$ cat config.mk
export PLATFORM = sky130hd
export DESIGN_NAME = qspi_xip_fetch_flat
export DESIGN_NICKNAME = d
export VERILOG_FILES = /design/src/rtl/qspi_xip_fetch_pkg.sv /design/src/rtl/qspi_xip_fetch_if.sv /design/src/rtl/qspi_xip_linebuf.sv /design/src/rtl/qspi_xip_fetch.sv /design/src/flat_wrapper.sv
export SDC_FILE = /design/constraint.sdc
export NUM_CORES = 1
export LEC_CHECK = 0
export BUFFER_PORTS_ARGS = -buffer_cell sky130_fd_sc_hd__buf_2
export CORE_ASPECT_RATIO = 0.75
export CORE_MARGIN = 1.5
export CORE_UTILIZATION = 60
export CTS_BUF_LIST = sky130_fd_sc_hd__clkbuf_8
export DETAILED_ROUTE_END_ITERATION = 8
export PLACE_DENSITY = 0.81
export SYNTH_ARGS = -nofsm -noshare
export SYNTH_HDL_FRONTEND = slang
export SYNTH_SLANG_ARGS = --single-unit
$ cat constraint.sdc
create_clock -name clk_i -period 5.65 [get_ports clk_i]
set_input_delay 0.8475 -clock clk_i [delete_from_list [all_inputs] [get_ports clk_i]]
set_output_delay 0.8475 -clock clk_i [all_outputs]
set_load 0.1 [all_outputs]
$ cat src/rtl/qspi_xip_fetch_pkg.sv
// Shared definitions for the XIP fetch engine and the QSPI master it drives:
// register offsets, STA/CCR bit positions and the fetch FSM state encoding.
package qspi_xip_fetch_pkg;

   localparam logic [5:0] REG_CCR     = 6'h00;
   localparam logic [5:0] REG_ADR     = 6'h04;
   localparam logic [5:0] REG_DR_BASE = 6'h08;
   localparam logic [5:0] REG_STA     = 6'h28;

   localparam int STA_DONE_BIT = 0;
   localparam int STA_BUSY_BIT = 1;

   localparam int CCR_CMD_LSB   = 0;
   localparam int CCR_MODE_LSB  = 8;
   localparam int CCR_ADDR_LSB  = 11;
   localparam int CCR_LEN_LSB   = 16;
   localparam int CCR_DIV_LSB   = 25;
   localparam int CCR_START_BIT = 31;

   localparam int LINE_WORDS = 8;
   localparam int TAG_W      = 19;

   typedef enum logic [2:0] {
      ST_IDLE,
      ST_WR_ADR,
      ST_WR_CCR,
      ST_POLL,
      ST_RD_DR,
      ST_ERR
   } fetch_state_e;

   // Assembles a CCR word with the start bit set and all reserved bits zero.
   function automatic logic [31:0] build_ccr(input logic [7:0] cmd,
                                             input logic [1:0] mode,
                                             input logic [4:0] addr_field,
                                             input logic [4:0] len_field,
                                             input logic [5:0] clk_div);
      logic [31:0] ccr;
      ccr = '0;
      ccr[CCR_CMD_LSB  +: 8] = cmd;
      ccr[CCR_MODE_LSB +: 2] = mode;
      ccr[CCR_ADDR_LSB +: 5] = addr_field;
      ccr[CCR_LEN_LSB  +: 5] = len_field;
      ccr[CCR_DIV_LSB  +: 6] = clk_div;
      ccr[CCR_START_BIT]     = 1'b1;
      return ccr;
   endfunction

endpackage

$ cat src/rtl/qspi_xip_fetch_if.sv
// Bundle of the CPU fetch port, the flush strobe and the QSPI master register
// port; the fetch engine is the slave side, its environment the master side.
interface qspi_xip_fetch_if;

   logic        fetch_req;
   logic [23:0] fetch_addr;
   logic        fetch_gnt;
   logic        fetch_rvalid;
   logic [31:0] fetch_rdata;
   logic        fetch_err;
   logic        flush;
   logic        qspi_write;
   logic [3:0]  qspi_be;
   logic [5:0]  qspi_addr;
   logic [31:0] qspi_wdata;
   logic [31:0] qspi_rdata;

   modport slave (
      input  fetch_req, fetch_addr, flush, qspi_rdata,
      output fetch_gnt, fetch_rvalid, fetch_rdata, fetch_err,
      output qspi_write, qspi_be, qspi_addr, qspi_wdata
   );

   modport master (
      output fetch_req, fetch_addr, flush, qspi_rdata,
      input  fetch_gnt, fetch_rvalid, fetch_rdata, fetch_err,
      input  qspi_write, qspi_be, qspi_addr, qspi_wdata
   );

endinterface

$ cat src/rtl/qspi_xip_linebuf.sv
// Single 32-byte line buffer: eight data words, a line tag and a valid bit,
// with a word write port and a combinational tag-compare read port.
module qspi_xip_linebuf
   import qspi_xip_fetch_pkg::*;
(
   input  logic             clk_i,
   input  logic             rst_i,
   input  logic             wr_en_i,
   input  logic [2:0]       wr_idx_i,
   input  logic [31:0]      wr_data_i,
   input  logic             set_valid_i,
   input  logic [TAG_W-1:0] set_tag_i,
   input  logic             clr_valid_i,
   input  logic [TAG_W-1:0] lookup_tag_i,
   input  logic [2:0]       lookup_idx_i,
   output logic             hit_o,
   output logic [31:0]      rd_data_o
);

   logic [31:0]      word_q [LINE_WORDS];
   logic [31:0]      word_d [LINE_WORDS];
   logic [TAG_W-1:0] tag_q, tag_d;
   logic             valid_q, valid_d;

   // Invalidation wins over a simultaneous fill completion.
   always_comb begin
      word_d  = word_q;
      tag_d   = tag_q;
      valid_d = valid_q;
      if (wr_en_i) begin
         word_d[wr_idx_i] = wr_data_i;
      end
      if (clr_valid_i) begin
         valid_d = 1'b0;
      end else if (set_valid_i) begin
         valid_d = 1'b1;
         tag_d   = set_tag_i;
      end
   end

   always_ff @(posedge clk_i) begin
      if (rst_i) begin
         valid_q <= 1'b0;
         tag_q   <= '0;
      end else begin
         valid_q <= valid_d;
         tag_q   <= tag_d;
      end
   end

   always_ff @(posedge clk_i) begin
      word_q <= word_d;
   end

   assign hit_o     = valid_q && (tag_q == lookup_tag_i);
   assign rd_data_o = word_q[lookup_idx_i];

endmodule

$ cat src/rtl/qspi_xip_fetch.sv
// Execute-in-place fetch engine: serves word fetches from a one-line buffer
// and refills it on a miss by running a complete QSPI master read transaction.
module qspi_xip_fetch
   import qspi_xip_fetch_pkg::*;
#(
   parameter logic [7:0]  CMD        = 8'h03,
   parameter logic [1:0]  MODE       = 2'b01,
   parameter logic [4:0]  ADDR_FIELD = 5'd23,
   parameter logic [4:0]  LEN_FIELD  = 5'd0,
   parameter logic [5:0]  CLK_DIV    = 6'd1,
   parameter int unsigned TIMEOUT    = 4096
) (
   input logic             clk_i,
   input logic             rst_i,
   qspi_xip_fetch_if.slave bus
);

   localparam int               CNT_W    = $clog2(TIMEOUT) + 1;
   localparam logic [CNT_W-1:0] CNT_LAST = CNT_W'(TIMEOUT - 1);
   localparam logic [31:0]      CCR_WORD = build_ccr(CMD, MODE, ADDR_FIELD, LEN_FIELD, CLK_DIV);

   fetch_state_e     state_q, state_d;
   logic [TAG_W-1:0] line_q, line_d;
   logic [CNT_W-1:0] cnt_q, cnt_d;
   logic [2:0]       k_q, k_d;
   logic             flush_pend_q, flush_pend_d;
   logic             rvalid_q, rvalid_d;
   logic             err_q, err_d;
   logic [31:0]      rdata_q, rdata_d;

   logic        gnt;
   logic        qspi_write;
   logic [3:0]  qspi_be;
   logic [5:0]  qspi_addr;
   logic [31:0] qspi_wdata;

   logic        lb_hit;
   logic [31:0] lb_rdata;
   logic        lb_wr_en;
   logic        lb_set_valid;
   logic        lb_clr_valid;
   logic        unused_byte_sel;

   assign unused_byte_sel = ^bus.fetch_addr[1:0];

   qspi_xip_linebuf u_linebuf (
      .clk_i        (clk_i),
      .rst_i        (rst_i),
      .wr_en_i      (lb_wr_en),
      .wr_idx_i     (k_q),
      .wr_data_i    (bus.qspi_rdata),
      .set_valid_i  (lb_set_valid),
      .set_tag_i    (line_q),
      .clr_valid_i  (lb_clr_valid),
      .lookup_tag_i (bus.fetch_addr[23:5]),
      .lookup_idx_i (bus.fetch_addr[4:2]),
      .hit_o        (lb_hit),
      .rd_data_o    (lb_rdata)
   );

   // A flush seen anywhere in a fill is remembered so the finished line stays invalid.
   always_comb begin
      state_d      = state_q;
      line_d       = line_q;
      cnt_d        = cnt_q;
      k_d          = k_q;
      flush_pend_d = flush_pend_q | (bus.flush && (state_q != ST_IDLE));
      rvalid_d     = 1'b0;
      err_d        = 1'b0;
      rdata_d      = '0;
      gnt          = 1'b0;
      qspi_write   = 1'b0;
      qspi_be      = '0;
      qspi_addr    = '0;
      qspi_wdata   = '0;
      lb_wr_en     = 1'b0;
      lb_set_valid = 1'b0;
      lb_clr_valid = 1'b0;

      unique case (state_q)
         ST_IDLE: begin
            if (bus.flush) begin
               lb_clr_valid = 1'b1;
            end
            if (bus.fetch_req) begin
               if (lb_hit && !bus.flush) begin
                  gnt      = 1'b1;
                  rvalid_d = 1'b1;
                  rdata_d  = lb_rdata;
               end else begin
                  line_d       = bus.fetch_addr[23:5];
                  lb_clr_valid = 1'b1;
                  flush_pend_d = 1'b0;
                  state_d      = ST_WR_ADR;
               end
            end
         end
         ST_WR_ADR: begin
            qspi_write = 1'b1;
            qspi_addr  = REG_ADR;
            qspi_be    = 4'b0111;
            qspi_wdata = {8'h00, line_q, 5'b0};
            state_d    = ST_WR_CCR;
         end
         ST_WR_CCR: begin
            qspi_write = 1'b1;
            qspi_addr  = REG_CCR;
            qspi_be    = 4'hF;
            qspi_wdata = CCR_WORD;
            cnt_d      = '0;
            state_d    = ST_POLL;
         end
         ST_POLL: begin
            qspi_addr = REG_STA;
            qspi_be   = 4'b0001;
            if (bus.qspi_rdata[STA_DONE_BIT] && !bus.qspi_rdata[STA_BUSY_BIT]) begin
               k_d     = '0;
               state_d = ST_RD_DR;
            end else if (cnt_q == CNT_LAST) begin
               state_d = ST_ERR;
            end else begin
               cnt_d = cnt_q + 1'b1;
            end
         end
         ST_RD_DR: begin
            qspi_addr = REG_DR_BASE + {1'b0, k_q, 2'b00};
            qspi_be   = 4'hF;
            lb_wr_en  = 1'b1;
            k_d       = k_q + 3'd1;
            if (k_q == 3'd7) begin
               lb_set_valid = !(flush_pend_q || bus.flush);
               flush_pend_d = 1'b0;
               state_d      = ST_IDLE;
            end
         end
         ST_ERR: begin
            gnt          = bus.fetch_req;
            rvalid_d     = bus.fetch_req;
            err_d        = bus.fetch_req;
            flush_pend_d = 1'b0;
            state_d      = ST_IDLE;
         end
         default: begin
            state_d = ST_IDLE;
         end
      endcase
   end

   always_ff @(posedge clk_i) begin
      if (rst_i) begin
         state_q      <= ST_IDLE;
         line_q       <= '0;
         cnt_q        <= '0;
         k_q          <= '0;
         flush_pend_q <= 1'b0;
         rvalid_q     <= 1'b0;
         err_q        <= 1'b0;
         rdata_q      <= '0;
      end else begin
         state_q      <= state_d;
         line_q       <= line_d;
         cnt_q        <= cnt_d;
         k_q          <= k_d;
         flush_pend_q <= flush_pend_d;
         rvalid_q     <= rvalid_d;
         err_q        <= err_d;
         rdata_q      <= rdata_d;
      end
   end

   assign bus.fetch_gnt    = gnt;
   assign bus.fetch_rvalid = rvalid_q;
   assign bus.fetch_err    = err_q;
   assign bus.fetch_rdata  = rdata_q;
   assign bus.qspi_write   = qspi_write;
   assign bus.qspi_be      = qspi_be;
   assign bus.qspi_addr    = qspi_addr;
   assign bus.qspi_wdata   = qspi_wdata;

endmodule

$ cat src/flat_wrapper.sv
// flat-port wrapper written by rule: the top's interface ports become plain ports
module qspi_xip_fetch_flat import qspi_xip_fetch_pkg::*;
#(
   parameter logic [7:0]  CMD        = 8'h03,
   parameter logic [1:0]  MODE       = 2'b01,
   parameter logic [4:0]  ADDR_FIELD = 5'd23,
   parameter logic [4:0]  LEN_FIELD  = 5'd0,
   parameter logic [5:0]  CLK_DIV    = 6'd1,
   parameter int unsigned TIMEOUT    = 4096
)
  (clk_i, rst_i, bus_fetch_req, bus_fetch_addr, bus_flush, bus_qspi_rdata, bus_fetch_gnt, bus_fetch_rvalid, bus_fetch_rdata, bus_fetch_err, bus_qspi_write, bus_qspi_be, bus_qspi_addr, bus_qspi_wdata);
  qspi_xip_fetch_if bus_i ();
  input logic clk_i;
  input logic rst_i;
  input wire logic [$bits(bus_i.fetch_req)-1:0] bus_fetch_req;
  input wire logic [$bits(bus_i.fetch_addr)-1:0] bus_fetch_addr;
  input wire logic [$bits(bus_i.flush)-1:0] bus_flush;
  input wire logic [$bits(bus_i.qspi_rdata)-1:0] bus_qspi_rdata;
  output wire logic [$bits(bus_i.fetch_gnt)-1:0] bus_fetch_gnt;
  output wire logic [$bits(bus_i.fetch_rvalid)-1:0] bus_fetch_rvalid;
  output wire logic [$bits(bus_i.fetch_rdata)-1:0] bus_fetch_rdata;
  output wire logic [$bits(bus_i.fetch_err)-1:0] bus_fetch_err;
  output wire logic [$bits(bus_i.qspi_write)-1:0] bus_qspi_write;
  output wire logic [$bits(bus_i.qspi_be)-1:0] bus_qspi_be;
  output wire logic [$bits(bus_i.qspi_addr)-1:0] bus_qspi_addr;
  output wire logic [$bits(bus_i.qspi_wdata)-1:0] bus_qspi_wdata;
  assign bus_i.fetch_req = bus_fetch_req;
  assign bus_i.fetch_addr = bus_fetch_addr;
  assign bus_i.flush = bus_flush;
  assign bus_i.qspi_rdata = bus_qspi_rdata;
  assign bus_fetch_gnt = bus_i.fetch_gnt;
  assign bus_fetch_rvalid = bus_i.fetch_rvalid;
  assign bus_fetch_rdata = bus_i.fetch_rdata;
  assign bus_fetch_err = bus_i.fetch_err;
  assign bus_qspi_write = bus_i.qspi_write;
  assign bus_qspi_be = bus_i.qspi_be;
  assign bus_qspi_addr = bus_i.qspi_addr;
  assign bus_qspi_wdata = bus_i.qspi_wdata;
  qspi_xip_fetch #(.CMD(CMD), .MODE(MODE), .ADDR_FIELD(ADDR_FIELD), .LEN_FIELD(LEN_FIELD), .CLK_DIV(CLK_DIV), .TIMEOUT(TIMEOUT)) u_core (.clk_i(clk_i), .rst_i(rst_i), .bus(bus_i));
endmodule
==> results of run 1 <==
## logic make-up (layout without fill, tap and decap cells)
kind of cell / Yosys count / after routing / share of synthesized area (%)
DFF: 349 / 349 / 68.7
and+or+nand+nor: 236 / 236 / 9.05
muxes: 115 / 115 / 14.0
buffers and inverters: 77 / 239 / 2.63
AOI/OAI and AO/OA: 52 / 52 / 3.11
xor gates and xnor gates: 29 / 29 / 1.83
adders and majority gates: 7 / 7 / 0.630
other: 1 / 14 / 0.0270
## worst max-delay path: stages (launching register included)
cell,delay [ns]
dfxtp_1,0.50
inv_1,0.14
nor3_2,0.62
buf_4,0.32
and2_1,0.16
buf_2,0.43
## synth_stat cells, types with 4 or more instances
cell,n,area [um^2]
edfxtp_1,256,7690
dfxtp_1,93,1860
nor2_1,69,259
mux4_2,64,1440
mux2i_1,51,510
clkbuf_1,35,131
nand4_1,28,175
nand3_1,27,135
xnor2_1,25,219
nand2_1,24,90.1
and2_1,22,138
nor3b_1,20,150
a32oi_1,19,166
nand2b_1,19,119
buf_4,16,120
a21oi_1,11,55.1
buf_2,11,55.1
inv_1,9,33.8
ha_1,7,87.6
and3_1,6,37.5
a21o_1,4,30.0
buf_1,4,15.0
xor2_1,4,35.0
## power groups by stage
stage	clock, mW	sequential [mW]	combinational (mW)
after floorplan	0	2.86	0.513
after global placement	0	2.87	0.603
after detailed placement	0	2.87	0.612
after CTS	1.88	2.82	0.613
after global routing	1.98	2.82	0.647
final	1.84	2.82	0.612
## placed cells by master, fill, tap and decap left out, drive strengths merged, types with 4 or more instances in the layout
cell     count
edfxtp     256
clkinv      15
nor3b       20
and3         6
a21oi       11
xnor2       25
ha           7
nor2        72
nand2b      19
inv         31
and2        22
a21o         4
clkbuf      57
dfxtp       93
mux4        64
mux2i       51
buf        134
nor3         5
a32oi       19
a2111oi      6
xor2         4
nand3       27
nand2       25
conb        11
nand4       28
## worst min path at each step
stage / slack, ns / cells after the start / from / endpoint
after CTS: 0.48 / 2 / u_core.cnt_q[1]$_SDFFE_PP0P_ / u_core.cnt_q[1]$_SDFFE_PP0P_
after detailed placement: 0.47 / 2 / u_core.cnt_q[1]$_SDFFE_PP0P_ / u_core.cnt_q[1]$_SDFFE_PP0P_
after global routing: 0.53 / 2 / u_core.cnt_q[12]$_SDFFE_PP0P_ / u_core.cnt_q[12]$_SDFFE_PP0P_
after floorplan: 0.44 / 2 / u_core.u_linebuf.valid_q$_SDFFE_PP0P_ / u_core.u_linebuf.valid_q$_SDFFE_PP0P_
after global placement: 0.45 / 2 / u_core.u_linebuf.valid_q$_SDFFE_PP0P_ / u_core.u_linebuf.valid_q$_SDFFE_PP0P_
final: 0.48 / 2 / u_core.cnt_q[1]$_SDFFE_PP0P_ / u_core.cnt_q[1]$_SDFFE_PP0P_
## per-layer routing
metal / GRT usage (%) / wire length (um) / up-vias
met2: 35.9 / 12800 / 250
met3: 4.19 / 1480 / 49
met1: 32.5 / 12300 / 3979
li1: - / - / 3583
met5: 0 / 0 / -
met4: 6.76 / 522 / 0
## cell type report
cell class | instances | share of cell area [%]
antenna | 3 | 0.0479
clock buffer | 57 | 5.01
clock inverter | 37 | 1.02
inverter | 11 | 0.280
multi-input combinational | 450 | 25.8
sequential | 349 | 61.0
tap | 300 | 2.40
timing repair buffer | 134 | 4.46
## state kept, by name (all words and copies together) (netlist names)
signal and cells:
u_core.u_linebuf.word_q 256, u_core.line_q 19, u_core.flush_pend_q 1, u_core.cnt_q 13, u_core.bus.fetch_err 1, u_core.state_q 3
u_core.k_q 3, u_core.bus.fetch_rdata 32, u_core.u_linebuf.tag_q 19, u_core.u_linebuf.valid_q 1, u_core.bus.fetch_rvalid 1
## through the flow
| stage | utilization [%] | power, mW |
|---|---|---|
| 6_report | 68.5 | 5.27 |
| 3_3_place_gp | 64.3 | 3.47 |
| 2_1_floorplan | - | 3.37 |
| 4_1_cts | 68.4 | 5.31 |
| 5_1_grt | 68.4 | 5.45 |
| 3_5_place_dp | 64.3 | 3.48 |
==> key figures, run 1 <==
Status
  – Status: complete, no violations

Yosys
  – Post-synth cell types: 51
  – Sequential cell area fraction in the yosys report: just under 70%
  – Prevailing post-synth register cell: edfxtp_1
  – Post-Syn Instances: 866
  – Async SR Flop Fraction: 0%
  – Synthesized flop and latch total: about 350
  – Mapped cell area: 13900 um^2
  – Post-synth EDFFs: about 260
  – Syn Area/Cell: 16.1 um^2
  – Synth Warn #: 0

Worst setup path
  – R2r startpoint: u_core.state_q[2]$_SDFFE_PP0P_
  – Setup Crit Path Kind: flop to output port
  – Critical Path RT: 4.80 ns
  – Setup crit start kind: flop
  – Critical Path Sink: bus_qspi_wdata[17]
  – Worst-path fanout max: 11
  – R2R cell count: 3
  – Worst Setup End Kind: output port
  – R2r endpoint: u_core.u_linebuf.word_q[60]$_DFFE_PP_
  – Worst R2R Setup Slack: 3.13 ns
  – Worst Setup SP: u_core.state_q[0]$_SDFFE_PP0P_
  – Arrival time worst endpoint: approximately 2.7 ns

Placed design
  – Gpl congestion: 0.790
  – Cell count after placement: 1244
  – Place WS: ~2.5 ns
  – Post-DP HPWL: 15.2 mm
  – Port bufs: 124
  – Instance area at placement: 14700 um^2

Global routing
  – Initial antenna violation count: 1
  – Gr usage total: 22.7%
  – Largest net degree at the start of global routing: 49
  – GRT overflow: 0
  – First-pass GRT wire length: 41.8 mm
  – Vias in the first global route: 7890

CTS
  – Clock-pin slew of the registers on the worst-case setup and hold paths: 0.06 ns
  – Post-CTS Setup Bufs: 0
  – CTS tree: yes
  – # clock sinks: 349
  – CTS H-tree lvls: 2
  – Worst-case clock buffer depth: 3
  – Clk_lat worst skew: around 0.57 ns
  – Hold buffers post-CTS: 0
  – Num CTS Buffers: 50
  – Post-CTS sizing: 0
  – Root buffer cell: clkbuf_8

Final layout
  – Final nets: ~1100
  – Design Area, Final: 15700 um^2
  – Area of the multi-input gates: 4050 um^2
  – Synth-to-layout area growth: 12.7%
  – Final std cells w/o fill: roughly 1300
  – Fillers: 1500
  – Register area: 9550 um^2
  – Layout cells sized above 1: between 20% and 30%

Timing
  – Hold violation total from the final report: 0
  – Fin. max-slew vios: 0
  – Skew final: approximately 0.023 ns
  – Final min period: 3.58 ns
  – Final Setup Violations: 0
  – Final Cycle Share: between 60 and 70%
  – RSZ-0062 raised after global routing: no
  – Final worst setup slack: roughly 2.1 ns
  – Setup TNS: 0 ns
  – Worst-Margin Slew: 1.04 ns
  – Highest clock rate: 279 MHz
  – Worst hold slack: roughly 0.48 ns
  – Rel. slew slack: 30.9%

Power
  – Reported net switching power: 1.42 mW
  – PwrDens: between 300 and 400 nW/um^2
  – Pint: 3.86 mW
  – Peak VDD IR: 0.174 mV
  – Seq pwr share: 53.5%
  – Clk pwr share: 34.9%
  – LEAKAGE: between 5 and 6 nW
  – Combinational power share: 11.6%
  – Switching Fraction: 26.9%

Routing
  – Avg Vias per Cell: slightly below 6
  – First-pass DRT Iterations: 5
  – Drt wl/cell: 20.2 um
  – Total Wirelength: 27.1 mm
  – Drt drc: 0
  – Initial drt markers: 691
  – Post-DRT Antenna Nets: 0
  – Vias: 7861

Floorplan
  – Initial Util: 60.8%
  – DIE WIDTH: ~180 um
  – Die Area: between 20000 and 25000 um^2
  – Cell row count: between 40 and 50
  – Core area: 22900 um^2
  – # IOs: 138
  – Height of the die: between 100 and 150 um

Flow run
  – Max_cap viols: 0

Worst hold path
  – Hold Crit Class: flop to flop
Power figures use the tool's default switching activity.
==> inputs of run 2 (changes only) <==
- CORE_UTILIZATION: 60 -> 55
- PLACE_DENSITY: 0.81 -> 0.78
- clock period: 5.65 -> 3.1 ns (I/O delays scaled with it)
==> key figures, run 2 (synthesis results as in run 1) <==
Timing
  – Final min period: ~2.8 ns
  – Setup TNS: 0 ns (unchanged)
  – Hold violation total from the final report: 0 (unchanged)
  – Final Cycle Share: 91.0%
  – Highest clock rate: 354 MHz
  – Final Setup Violations: 0 (unchanged)
  – Fin. max-slew vios: 0 (unchanged)
  – RSZ-0062 raised after global routing: no
  – Skew final: 0.0223 ns (-0.000737 ns)
  – Rel. slew slack: 43.5% (+13 points)
  – Final worst setup slack: 0.278 ns (-1.79 ns)
  – Worst hold slack: 0.165 ns (-0.314 ns)
  – Worst-Margin Slew: 0.848 ns (-0.188 ns)

CTS
  – Root buffer cell: clkbuf_8
  – Post-CTS Setup Bufs: 0 (unchanged)
  – CTS tree: yes
  – Clock-pin slew of the registers on the worst-case setup and hold paths: 0.07 ns (about the same)
  – Worst-case clock buffer depth: 3 (unchanged)
  – # clock sinks: 349 (unchanged)
  – CTS H-tree lvls: 2 (unchanged)
  – Num CTS Buffers: 51 (+2.0%)
  – Clk_lat worst skew: 0.57 ns (about the same)
  – Post-CTS sizing: 0 (unchanged)
  – Hold buffers post-CTS: 0 (unchanged)

Floorplan
  – Height of the die: 141 um (+4.3%)
  – Initial Util: 55.8% (-4.9 points)
  – Core area: 24900 um^2 (+8.8%)
  – Cell row count: 50 (+4.2%)
  – Die Area: 26200 um^2 (+8.9%)
  – DIE WIDTH: 187 um (+4.4%)
  – # IOs: 138 (unchanged)

Worst setup path
  – Setup crit start kind: flop
  – Critical Path RT: 2.63 ns (-2.17 ns)
  – CP Cell Sequence: nor2_2 -> nand2_2 -> inv_2 -> nor2_1 -> nand2_1 -> buf_2
  – Worst-path fanout max: 16 (+5)
  – R2R cell count: 4 (+1)
  – CP bufs+invs: 2 (-1)
  – Worst Setup End Kind: output port
  – Setup Crit Path Kind: flop to output port
  – Critical Path Max Stage Delay: 0.69 ns (+0.07 ns)
  – Arrival time worst endpoint: 2.36 ns (-0.38 ns)
  – Family with the most delay on the worst path: simple AND/OR/NAND/NOR gates
  – CP max stage cell: dfxtp_1
  – R2r endpoint: u_core.u_linebuf.word_q[36]$_DFFE_PP_
  – R2r startpoint: u_core.state_q[2]$_SDFFE_PP0P_
  – Worst R2R Setup Slack: 0.84 ns (-2.29 ns)

Global routing
  – Initial antenna violation count: 3 (+2)
  – Largest net degree at the start of global routing: 43 (-12%)
  – First-pass GRT wire length: 42.9 mm (+2.7%)
  – GRT overflow: 0 (unchanged)
  – Gr usage total: 21.1% (-1.5 points)
  – Vias in the first global route: 7954 (+0.81%)

Final layout
  – Commonest non-fill, non-tap cell in the layout: edfxtp_1
  – Synth-to-layout area growth: 14.6%
  – Register area: 9550 um^2 (unchanged)
  – Final nets: 1077 (+1.3%)
  – Area of the multi-input gates: 4050 um^2 (about the same)
  – Biggest register: u_core.u_linebuf.word_q
  – Fillers: 1829 (+22%)
  – Commonest cells after routing, fill and taps aside: edfxtp_1, buf_2, dfxtp_1, nor2_1, mux4_2
  – Final std cells w/o fill: 1390 (+3.7%)
  – Layout cells sized above 1: 28.3% (+0.80 points)
  – Max reg flops: 256 (unchanged)

Worst hold path
  – Hold Crit Class: primary input to flop
  – Hold wc startpoint: bus_qspi_rdata[22]
  – Worst min-delay path endpoint: u_core.u_linebuf.word_q[214]$_DFFE_PP_
  – Hold Path Cell Cnt: 1 (-1)

Routing
  – Total Wirelength: 27.2 mm (+0.51%)
  – Drt wl/cell: 19.6 um (-3.0%)
  – Vias: 7818 (-0.55%)
  – Avg Vias per Cell: 5.62 (-4.1%)
  – Initial drt markers: 601 (-13%)
  – Drt drc: 0 (unchanged)
  – First-pass DRT Iterations: 5 (unchanged)
  – Post-DRT Antenna Nets: 0 (unchanged)

Placed design
  – Post-DP HPWL: 16.0 mm (+5.0%)
  – Gpl congestion: 0.805 (+1.9%)
  – Cell count after placement: 1295 (+4.1%)
  – Place WS: 0.739 ns (-1.76 ns)
  – Port bufs: 124 (unchanged)

Flow run
  – Max_cap viols: 0 (unchanged)

Power
  – PwrDens: 608 nW/um^2 (+81%)
  – LEAKAGE: 5.92 nW (+2.3%)
  – Peak VDD IR: 0.392 mV (+130%)

Status
  – Status: complete, no violations
-- run 2: cell types whose count changed in the layout (fill, tap and decap cells not counted) --
cell,previous run,this run
a21oi_1,11,10
a21oi_2,0,1
buf_12,0,8
buf_2,123,122
buf_4,11,17
bufinv_16,0,1
clkinv_1,10,3
clkinv_2,5,4
clkinvlp_4,2,1
diode_2,3,1
inv_1,28,37
inv_8,1,0
-- run 2: layout make-up --
cell class                      instances  share of cell area [%]
Multi-Input combinational cell        450                    25.4
Antenna cell                            1                  0.0157
Clock inverter                         37                    1.09
Sequential cell                       349                    60.0
Clock buffer                           57                    4.93
Inverter                               11                   0.275
Tap cell                              338                    2.66
Timing Repair Buffer                  147                    5.64
-- run 2: per-layer routing --
metal | GRT usage, % | share of wire (%)
met3 | 4.21 | 6.4
met1 | 29.3 | 44
met4 | 6.49 | 1.9
met2 | 34.2 | 47
met5 | 0 | 0.099
-- run 2: how the worst max path moves through the flow --
stage                     cells after the start                      startpoint                               endpoint  slack, ns
after floorplan                               7  u_core.state_q[0]$_SDFFE_PP0P_                         bus_qspi_be[2]       0.22
after global placement                        8              bus_fetch_addr[17]  u_core.bus.fetch_rdata[14]$_SDFF_PP0_       0.77
after detailed placement                      8              bus_fetch_addr[17]  u_core.bus.fetch_rdata[15]$_SDFF_PP0_       0.74
after CTS                                     6  u_core.state_q[2]$_SDFFE_PP0P_                         bus_qspi_be[2]       0.26
after global routing                          6  u_core.state_q[2]$_SDFFE_PP0P_                         bus_qspi_be[1]       0.04
final                                         6  u_core.state_q[2]$_SDFFE_PP0P_                         bus_qspi_be[2]       0.28
-- run 2: through the flow --
step | total power [mW] | cell area, um^2 | utilization [%]
floorplan | 6.14 | 13900 | -
detailed placement | 6.37 | 15000 | 60.1
CTS | 9.77 | 15900 | 63.9
global route | 10.1 | 15900 | 64.0
global placement | 6.35 | 15000 | 60.1
finish | 9.68 | 15900 | 64.0
-- run 2: power by group --
| part | total [mW] | switching (mW) | internal, mW |
|---|---|---|---|
| Clock | 3.41 | 1.65 | 1.76 |
| Combinational | 1.13 | 0.853 | 0.281 |
| Sequential | 5.14 | 0.0664 | 5.07 |
==> inputs of run 3 (changes only) <==
- ABC_AREA: default -> 1
- CORE_MARGIN: 1.5 -> default
==> key figures, run 3 <==
Routing
  – Initial drt markers: 909 (+51%)
  – Total Wirelength: 30.9 mm (+13%)
  – Drt wl/cell: 17.3 um (-12%)
  – Avg Vias per Cell: 5.43 (-3.5%)
  – Vias: 9656 (+24%)
  – Drt drc: 0 (unchanged)
  – Post-DRT Antenna Nets: 0 (unchanged)
  – First-pass DRT Iterations: 5 (unchanged)

Worst setup path
  – CP Cell Sequence: nor2_2 -> inv_2 -> nor2_4 -> inv_4 -> nand2_4 -> inv_1 -> nor2_4 -> buf_2
  – Arrival time worst endpoint: 2.50 ns (+0.14 ns)
  – Setup Crit Path Kind: flop to output port
  – Critical Path Max Stage Delay: 0.43 ns (-0.26 ns)
  – Worst Setup End Kind: output port
  – CP max stage cell: buf_2
  – Setup crit start kind: flop
  – Critical Path Most Common Cell: nor2_4
  – Worst-path fanout max: 11 (-5)
  – Critical Path RT: 2.63 ns (about the same)

Timing
  – Final Cycle Share: 95.7% (+4.7 points)
  – Highest clock rate: 337 MHz (-4.9%)
  – Worst hold slack: 0.153 ns (-0.0125 ns)
  – Hold violation total from the final report: 0 (unchanged)
  – Final min period: 2.97 ns (+0.145 ns)
  – Fin. max-slew vios: 0 (unchanged)
  – Skew final: 0.0334 ns (+0.0111 ns)
  – RSZ-0062 raised after global routing: no
  – Worst-Margin Slew: 0.849 ns (+0.000755 ns)
  – Final Setup Violations: 0 (unchanged)
  – Rel. slew slack: 43.4% (-0.11 points)
  – Setup TNS: 0 ns (unchanged)

CTS
  – CTS tree: yes
  – Root buffer cell: clkbuf_8
  – CTS H-tree lvls: 2 (unchanged)
  – # clock sinks: 349 (unchanged)
  – Post-CTS Setup Bufs: 0 (unchanged)
  – Worst-case clock buffer depth: 3 (unchanged)
  – Num CTS Buffers: 51 (unchanged)
  – Clk_lat worst skew: 0.57 ns (about the same)
  – Post-CTS sizing: 0 (unchanged)
  – Clock-pin slew of the registers on the worst-case setup and hold paths: 0.06 ns (about the same)
  – Hold buffers post-CTS: 0 (unchanged)

Yosys
  – Largest family of logic cells by synthesized area: simple AND/OR/NAND/NOR gates
  – Synth Warn #: 0 (unchanged)
  – Syn Area/Cell: 11.3 um^2 (-30%)
  – Xor and xnor area share after synthesis: 0.306% (-1.5 points)
  – Prevailing post-synth register cell: edfxtp_1
  – Count leader, synth: nor2_1
  – Synth Area in Compound Gates: 12.1% (+8.9 points)
  – Adder-cell share of the synthesized area: 0.612% (-0.018 points)
  – Post-Syn Instances: 1270 (+47%)
  – Synthesized flop and latch total: 349 (unchanged)
  – Mapped cell area: 14300 um^2 (+3.0%)
  – Synth top area cells: edfxtp_1, dfxtp_1, nor2_1
  – Post-synthesis mux area share: 0% (-14 points)
  – Synth top cells by count: nor2_1, edfxtp_1, nand2_1, dfxtp_1, o21ai_0
  – Sequential cell area fraction in the yosys report: 66.7% (-2.0 points)
  – Synth top area share: 53.7% (-1.6 points)
  – Async SR Flop Fraction: 0% (unchanged)
  – Post-synth cell types: 44 (-14%)
  – Yosys top cell by area: edfxtp_1
  – Post-synthesis simple-gate area fraction: 14.6% (+5.5 points)
  – Post-synth EDFFs: 256 (unchanged)

Global routing
  – Initial antenna violation count: 2 (-1)
  – Met3 Usage GRT: 4.28% (+0.072 points)
  – GRT overflow: 0 (unchanged)
  – Routing usage on met1: 32.9% (+3.6 points)
  – Met2 usage: 36.1% (+1.9 points)
  – Vias in the first global route: 9028 (+14%)
  – Gr usage total: 22.9% (+1.8 points)
  – Largest net degree at the start of global routing: 73 (+70%)
  – Most used routing layer: met2
  – First-pass GRT wire length: 47.8 mm (+12%)

Power
  – Peak VDD IR: 0.343 mV (-13%)
  – LEAKAGE: 5.95 nW (+0.48%)
  – PwrDens: 610 nW/um^2 (+0.36%)

Floorplan
  – Die Area: 26700 um^2 (+1.7%)
  – Cell row count: 50 (unchanged)
  – Core area: 25300 um^2 (+1.5%)
  – Initial Util: 56.6% (+0.81 points)
  – # IOs: 138 (unchanged)
  – Height of the die: 142 um (+0.74%)
  – DIE WIDTH: 188 um (+0.92%)

Final layout
  – Commonest non-fill, non-tap cell in the layout: nor2_1
  – Synth-to-layout area growth: 13.4%
  – Final nets: 1463 (+36%)
  – Commonest cells after routing, fill and taps aside: nor2_1, edfxtp_1, nand2_1, buf_2, dfxtp_1
  – Layout cells sized above 1: 22.5% (-5.7 points)
  – Biggest register: u_core.u_linebuf.word_q
  – Max reg flops: 256 (unchanged)

Flow run
  – Max_cap viols: 0 (unchanged)

Placed design
  – Post-DP HPWL: 17.3 mm (+8.5%)
  – Gpl congestion: 0.839 (+4.3%)
  – Port bufs: 124 (unchanged)

Status
  – Status: complete, no violations

Worst hold path
  – Hold Crit Class: primary input to flop
==> run 3: changes by cell type after synthesis, moves of 23 or more <==
| cell | previous run | this run |
|---|---|---|
| mux2i_1 | 51 | 0 |
| nand2_1 | 24 | 162 |
| inv_1 | 9 | 69 |
| nor2_1 | 69 | 269 |
| nand4_1 | 28 | 3 |
| a21oi_2 | 0 | 54 |
| mux4_2 | 64 | 0 |
| xnor2_1 | 25 | 2 |
| o32ai_1 | 0 | 64 |
| o21ai_0 | 1 | 75 |
==> run 3: final cells by class <==
| cell class | instances | area [um^2] |
|---|---|---|
| clock inverter | 40 | 253 |
| antenna | 3 | 7.51 |
| tap | 338 | 423 |
| sequential | 349 | 9550 |
| inverter | 77 | 293 |
| timing repair buffer | 147 | 856 |
| multi-input combinational | 770 | 4090 |
| fill | 1901 | 9050 |
| clock buffer | 55 | 757 |
==> run 3: worst max-delay path: cells and delay by family (launching register included) <==
kind | cells | cell delay [ns]
AND/OR/NAND/NOR | 4 | 0.68
buffers and inverters | 4 | 0.86
flip-flops | 1 | 0.39
==> run 3: final timing paths <==
kind | from | endpoint | slack [ns] | cells past startpoint
max | u_core.state_q[0]$_SDFFE_PP0P_ | bus_qspi_wdata[12] | 0.13 | 8
min reg2reg | u_core.line_q[2]$_SDFFE_PP0P_ | u_core.line_q[2]$_SDFFE_PP0P_ | 0.46 | 2
max reg2reg | u_core.state_q[1]$_SDFFE_PP0P_ | u_core.u_linebuf.word_q[166]$_DFFE_PP_ | 0.86 | 6
min | bus_qspi_rdata[17] | u_core.u_linebuf.word_q[209]$_DFFE_PP_ | 0.15 | 1
==> run 3: power breakdown <==
| part | internal, mW | leakage, nW | switching [mW] |
|---|---|---|---|
| combinational | 0.254 | 2.30 | 0.956 |
| sequential | 5.04 | 3.05 | 0.0318 |
| clock | 1.90 | 0.595 | 1.72 |
==> run 3: cell families after synthesis <==
family,after synthesis
AND/OR/NAND/NOR,497
adder cells (fa/ha/maj),7
other,1
XOR/XNOR,5
buffers and inverters,161
flip-flops,349
AO/OA/AOI/OAI,250
==> run 3: layer usage <==
layer	share of wire [%]	wire length [um]	vias to the layer above
li1	-	-	4660
met1	45	13800	4614
met2	47	14500	343
met3	6.6	2040	39
met4	1.5	471	0
met5	0	0	-
==> run 3: metrics by stage <==
stage	cells	util (%)	instance area, um^2	setup slack [ns]	total power, mW
2_1_floorplan	1280	-	14400	-0.248	6.16
3_3_place_gp	1681	60.2	15200	0.610	6.35
3_5_place_dp	1681	60.2	15200	0.625	6.37
4_1_cts	1776	64.1	16200	0.102	9.96
5_1_grt	1776	64.2	16200	0.00760	10.2
6_report	1779	64.2	16200	0.133	9.90
